### src/rtl/fft_pkg.sv
// Shared definitions for the radix-2 FFT core.
// FSM encoding and default length-derived widths.
package fft_pkg;

  typedef enum logic [2:0] {
    S_IDLE,
    S_WAIT_LOAD,
    S_ISSUE,
    S_DRAIN,
    S_FINISH
  } state_t;

  localparam int FFT_N  = 32;
  localparam int FFT_AW = $clog2(FFT_N);
  localparam int FFT_SW = ($clog2(FFT_AW) > 1) ? $clog2(FFT_AW) : 1;

endpackage

### src/rtl/fft_delay_line.sv
// Fixed-depth shift register modelling butterfly latency.
// MSB of each word is its valid bit.
module fft_delay_line #(
  parameter int WIDTH = 8,
  parameter int DEPTH = 4
) (
  input  logic             clk,
  input  logic             reset_n,
  input  logic [WIDTH-1:0] in_data,
  output logic [WIDTH-1:0] out_data,
  output logic             empty
);

  logic [WIDTH-1:0] pipe_q [DEPTH];
  logic [WIDTH-1:0] pipe_d [DEPTH];
  logic             live;

  // shift one slot per cycle, never stalls
  always_comb begin
    pipe_d[0] = in_data;
    for (int i = 1; i < DEPTH; i++)
      pipe_d[i] = pipe_q[i-1];
  end

  // pipeline storage, cleared so reset drops in-flight work
  always_ff @(posedge clk or negedge reset_n) begin
    if (!reset_n) begin
      for (int i = 0; i < DEPTH; i++)
        pipe_q[i] <= '0;
    end else begin
      for (int i = 0; i < DEPTH; i++)
        pipe_q[i] <= pipe_d[i];
    end
  end

  // empty once nothing remains beyond this cycle's write-back
  always_comb begin
    live = in_data[WIDTH-1];
    for (int i = 0; i < DEPTH - 1; i++)
      live = live | pipe_q[i][WIDTH-1];
    empty = ~live;
  end

  assign out_data = pipe_q[DEPTH-1];

endmodule

### src/rtl/fft_stage_sequencer.sv
// Butterfly address sequencer for the in-place radix-2 FFT.
// Issues reads per stage, mirrors them to write-back after PIPE_LAT.
module fft_stage_sequencer
  import fft_pkg::*;
#(
  parameter int N             = FFT_N,
  parameter int address_width = $clog2(N),
  parameter int stage_width   =
    ($clog2($clog2(N)) > 1) ? $clog2($clog2(N)) : 1,
  parameter int PIPE_LAT      = 4
) (
  input  logic                     clk,
  input  logic                     reset_n,
  input  logic                     start,
  input  logic                     load_done,
  input  logic                     bf_ready,
  output logic                     rd_en,
  output logic [address_width-1:0] rd_addr1,
  output logic [address_width-1:0] rd_addr2,
  output logic [address_width-2:0] tw_addr,
  output logic [stage_width-1:0]   stage,
  output logic                     wr_en,
  output logic [address_width-1:0] wr_addr1,
  output logic [address_width-1:0] wr_addr2,
  output logic                     busy,
  output logic                     done
);

  localparam int AW = address_width;
  localparam int SW = stage_width;
  localparam int DW = 2 * AW + 1;
  localparam logic [SW-1:0] LAST_STAGE = SW'(AW - 1);
  localparam logic [AW-2:0] LAST_BF    = '1;

  state_t          state_q, state_d;
  logic [SW-1:0]   stage_q, stage_d;
  logic [AW-2:0]   b_q, b_d;
  logic            rd_en_q, rd_en_d;
  logic [AW-1:0]   rd_addr1_q, rd_addr1_d;
  logic [AW-1:0]   rd_addr2_q, rd_addr2_d;
  logic [AW-2:0]   tw_q, tw_d;
  logic            busy_q, busy_d;
  logic            done_q, done_d;

  logic [AW-1:0]   b_ext, span, pos, grp;
  logic [AW-1:0]   a1, a2, tw_full;
  logic [DW-1:0]   dl_out;
  logic            dl_empty;

  // operand and twiddle addresses for (stage, b)
  always_comb begin
    b_ext   = AW'(b_q);
    span    = AW'(1) << stage_q;
    pos     = b_ext & (span - AW'(1));
    grp     = b_ext >> stage_q;
    a1      = ((grp << stage_q) << 1) | pos;
    a2      = a1 | span;
    tw_full = pos << (LAST_STAGE - stage_q);
  end

  // next state, counters and registered outputs
  always_comb begin
    state_d    = state_q;
    stage_d    = stage_q;
    b_d        = b_q;
    rd_en_d    = 1'b0;
    rd_addr1_d = rd_addr1_q;
    rd_addr2_d = rd_addr2_q;
    tw_d       = tw_q;
    done_d     = 1'b0;
    unique case (state_q)
      S_IDLE: begin
        if (start) state_d = S_WAIT_LOAD;
      end
      S_WAIT_LOAD: begin
        if (load_done) begin
          state_d = S_ISSUE;
          stage_d = '0;
          b_d     = '0;
        end
      end
      S_ISSUE: begin
        if (bf_ready) begin
          rd_en_d    = 1'b1;
          rd_addr1_d = a1;
          rd_addr2_d = a2;
          tw_d       = tw_full[AW-2:0];
          if (b_q == LAST_BF) begin
            b_d     = '0;
            state_d = S_DRAIN;
          end else begin
            b_d = b_q + 1'b1;
          end
        end
      end
      S_DRAIN: begin
        if (dl_empty) begin
          if (stage_q == LAST_STAGE) begin
            state_d = S_FINISH;
          end else begin
            stage_d = stage_q + 1'b1;
            b_d     = '0;
            state_d = S_ISSUE;
          end
        end
      end
      S_FINISH: begin
        done_d  = 1'b1;
        state_d = S_IDLE;
      end
      default: state_d = S_IDLE;
    endcase
    busy_d = (state_d != S_IDLE);
  end

  // state and output registers
  always_ff @(posedge clk or negedge reset_n) begin
    if (!reset_n) begin
      state_q    <= S_IDLE;
      stage_q    <= '0;
      b_q        <= '0;
      rd_en_q    <= 1'b0;
      rd_addr1_q <= '0;
      rd_addr2_q <= '0;
      tw_q       <= '0;
      busy_q     <= 1'b0;
      done_q     <= 1'b0;
    end else begin
      state_q    <= state_d;
      stage_q    <= stage_d;
      b_q        <= b_d;
      rd_en_q    <= rd_en_d;
      rd_addr1_q <= rd_addr1_d;
      rd_addr2_q <= rd_addr2_d;
      tw_q       <= tw_d;
      busy_q     <= busy_d;
      done_q     <= done_d;
    end
  end

  fft_delay_line #(
    .WIDTH (DW),
    .DEPTH (PIPE_LAT)
  ) u_dl (
    .clk      (clk),
    .reset_n  (reset_n),
    .in_data  ({rd_en_q, rd_addr1_q, rd_addr2_q}),
    .out_data (dl_out),
    .empty    (dl_empty)
  );

  assign rd_en    = rd_en_q;
  assign rd_addr1 = rd_addr1_q;
  assign rd_addr2 = rd_addr2_q;
  assign tw_addr  = tw_q;
  assign stage    = stage_q;
  assign busy     = busy_q;
  assign done     = done_q;
  assign wr_en    = dl_out[DW-1];
  assign wr_addr1 = dl_out[DW-2:AW];
  assign wr_addr2 = dl_out[AW-1:0];

endmodule

### config.mk
export PLATFORM = sky130hd
export DESIGN_NAME = fft_stage_sequencer
export DESIGN_NICKNAME = d
export VERILOG_FILES = /design/src/rtl/fft_pkg.sv /design/src/rtl/fft_delay_line.sv /design/src/rtl/fft_stage_sequencer.sv
export SDC_FILE = /design/constraint.sdc
export NUM_CORES = 1
export LEC_CHECK = 0
export BUFFER_PORTS_ARGS = -buffer_cell sky130_fd_sc_hd__buf_4
export CAP_MARGIN = 20
export CORE_UTILIZATION = 30
export CTS_CLUSTER_SIZE = 16
export DETAILED_ROUTE_END_ITERATION = 7
export GPL_ROUTABILITY_DRIVEN = 0
export GPL_TIMING_DRIVEN = 0
export PLACE_DENSITY = 0.56
export SYNTH_ARGS = -nofsm -noshare
export SYNTH_HDL_FRONTEND = slang
export SYNTH_SLANG_ARGS = --single-unit
export TNS_END_PERCENT = 5
### constraint.sdc
create_clock -name clk -period 2.75 [get_ports clk]
set_input_delay 0.275 -clock clk [delete_from_list [all_inputs] [get_ports clk]]
set_output_delay 0.275 -clock clk [all_outputs]
set_load 0.02 [all_outputs]
==> impl_results.md <==
* Status: complete, no violations
* Syn Nets at 221
* Die Wd at 97.4 um
* Max-Cap Viols at 0
* Worst-Skew Late Latency at 340 ps
* DR pass1 iterations at 4
* Crit-path cells: buf_2 > inv_1 > ha_1 > ha_1 > inv_1 > ha_1 > nor2b_1 > o221a_2 > mux2i_1 > a21oi_1
* PostCTS Resize Cnt at 0
* Final setup fails at 0
* Area of the multi-input gates at 776 um^2
* Register area at 1780 um^2
* Antenna violations before repair at 0
* Via count at 1662
* Clock Path Buffers at 2
* Relative slew slack at 0.426
* H-tree depth at 3
* Placed Instances at 350
* Sequential area share after synthesis at 0.650
* Port Buffers at 35
* Fin Hold WS at 43.1 ps
* Required time of the worst setup path at 3010 ps
* Critical Path Most Common Cell: ha_1
* Synth Area in Compound Gates at 0.103
* Final #Nets at 267
* Top post-synthesis cells by count: dfrtp_1 (71), nand2_1 (17), buf_4 (11), nor2_1 (11)
* Clk sink count at 71
* Root buffer cell: clkbuf_8
* HPWL Detailed at 3210 um
* Fmax at 430 MHz
* Yosys top cell area share at 0.650
* Area share of fa/ha/maj cells after synthesis at 0.0412
* Max VDD drop at 288 uV
* Reg2reg setup slack at 420 ps
* First-pass GRT wire length at 8140 um
* Flop and latch count out of synthesis at 71
* Gr usage total at 0.111
* Total design power at 4.24 mW
* Slew @ Worst Pin at 860 ps
* Number of synthesized flops with an enable pin at 0
* Synth Area in Simple Gates at 0.118
* PD cells at 1280 nW/um^2
* Post-route DRC at 0
* Crit-path max FO at 10
* Static Leak at 1.52 nW
* Fin Clk Skew at 8.59 ps
* Reg2Reg Depth at 10
* Share of cells above drive strength 1 at 0.296
* Non-filler cells, final at 365
* Setup crit start kind: flip-flop
* Worst R2R End: tw_addr[3]
* Mux cell area share after synthesis at 0.0220
* CP peak stage delay at 420 ps
* Data arrival, critical path at 2590 ps
* # Post-CTS Setup Buffers at 0
* DR iter-0 viols at 77
* Final setup TNS at 0 ps
* Max Slew Vio Count at 0
* # diodes at 0
* Pin count of the biggest net entering global routing at 72
* Die area at 9490 um^2
* Reg2Reg Launch Point: stage[0]
* Wire length per cell at 12.8 um
* Synth Area in XOR/XNOR at 0
* Largest family of logic cells by synthesized area: simple AND/OR/NAND/NOR gates
* Post-route setup slack at 423 ps
* Slowest cell on the critical path: dfrtp_1
* Post-route ant nets at 0
* Pre-CTS setup slack at 437 ps
* Die height at 97.4 um
* Ports at 36
* Vias in the first global route at 1676
* Crit end category: flip-flop
* Area contributors post-synth: dfrtp_1 (65%), ha_1 (4.1%), buf_4 (3.0%)
* Avg Cell Area, Syn at 13.2 um^2
* Most common cell in the netlist: dfrtp_1
* Post-synthesis instance total at 207
* Final worst-path cycle share at 0.846
* Fillcell total at 851
* Post-CTS Hold Buffers at 0
* Worst-path clk slew at 70 ps
* CTS Buf Count at 9
* Warnings, synthesis at 0
* Fin crit period at 2330 ps
* Core footprint at 8760 um^2
* Area growth, synth to finish at 21.4%
* Cell taking the most area after synthesis: dfrtp_1
* Row count at 34
* Hold/Removal Path Class: in -> async
* Distinct cells, synth at 47
* Initial Utilization at 0.312
* Vias per cell at 4.55
* Grt total ovfl at 0
* Synthesized cell area at 2730 um^2
* Hold Vio Cnt, Final at 0
* Asr flop ratio synth at 1.00
* Critical path class: reg -> reg
* Detailed Route WL at 4680 um
* RSZ-0062 raised after global routing: no
* Primary FF master, synth: dfrtp_1
* CTS tree: yes
==> final cells by class <==
class | instances | share of cell area
plain buffers | 18 | 0.0434
clock buffers | 10 | 0.0385
clock inverters | 5 | 0.0177
inverters | 9 | 0.0109
multi-input cells | 109 | 0.234
flip-flops and latches | 71 | 0.536
well taps | 108 | 0.0407
repair buffers | 35 | 0.0792
==> routing by layer <==
layer / GRT usage / up-vias / wire length, um
li1: - / 794 / -
met1: 0.138 / 825 / 2110
met2: 0.168 / 39 / 2300
met3: 0.0453 / 4 / 220
met4: 0.0486 / 0 / 52
met5: 0 / - / 0
==> cell families after synthesis <==
kind of cell               after synthesis
AOI/OAI and AO/OA                       39
adders and majority gates                9
buffers and inverters                   27
DFF                                     71
muxes                                    6
and+or+nand+nor                         55
==> worst max-delay path: cells and delay by family (launching register included) <==
kind,cells,cell delay [ps]
AND/OR/NAND/NOR,1,190
multiplexers,1,60
buffers and inverters,3,460
flip-flops,1,420
AO/OA/AOI/OAI,2,340
adder cells (fa/ha/maj),3,780
==> report_power, final <==
part,internal [mW],switching [mW]
combinational,0.792,0.943
sequential,1.48,0.217
clock,0.416,0.385
total,2.69,1.54
==> sequential cells by signal, indices dropped and copies added (netlist names) <==
signal	flops
done	1
state_q	3
busy	1
tw_addr	4
stage	3
rd_addr2	5
u_dl.out_data	11
rd_addr1	5
u_dl.pipe_d	33
rd_en	1
b_q	4
==> layout by cell type (no fill, tap or decap), types with 3 or more instances in the layout <==
cell type and instances:
dfrtp_1 71, buf_4 46, nand2_1 17, nor2_1 11
a21oi_1 9, ha_1 9, clkbuf_8 9, inv_1 8
mux2i_1 6, a31oi_1 6, nand2b_1 6, clkbuf_1 4
o21ai_0 4, nor2b_1 3
==> metrics by stage <==
step	area, um^2	utilization
CTS	3320	0.378
floorplan	2730	-
global route	3320	0.378
finish	3320	0.378
detailed placement	3130	0.357
global placement	3130	0.357
==> worst max path at each step <==
| stage | startpoint | endpoint | slack [ps] | depth (start not counted) |
|---|---|---|---|---|
| after floorplan | stage[0] | tw_addr[3] | 620 | 10 |
| after global placement | stage[0] | tw_addr[3] | 430 | 10 |
| after detailed placement | stage[0] | tw_addr[3] | 440 | 10 |
| after CTS | stage[0] | tw_addr[3] | 400 | 10 |
| after global routing | stage[0] | tw_addr[3] | 150 | 10 |
| final | stage[0] | tw_addr[3] | 420 | 10 |
Power figures use the tool's default switching activity.
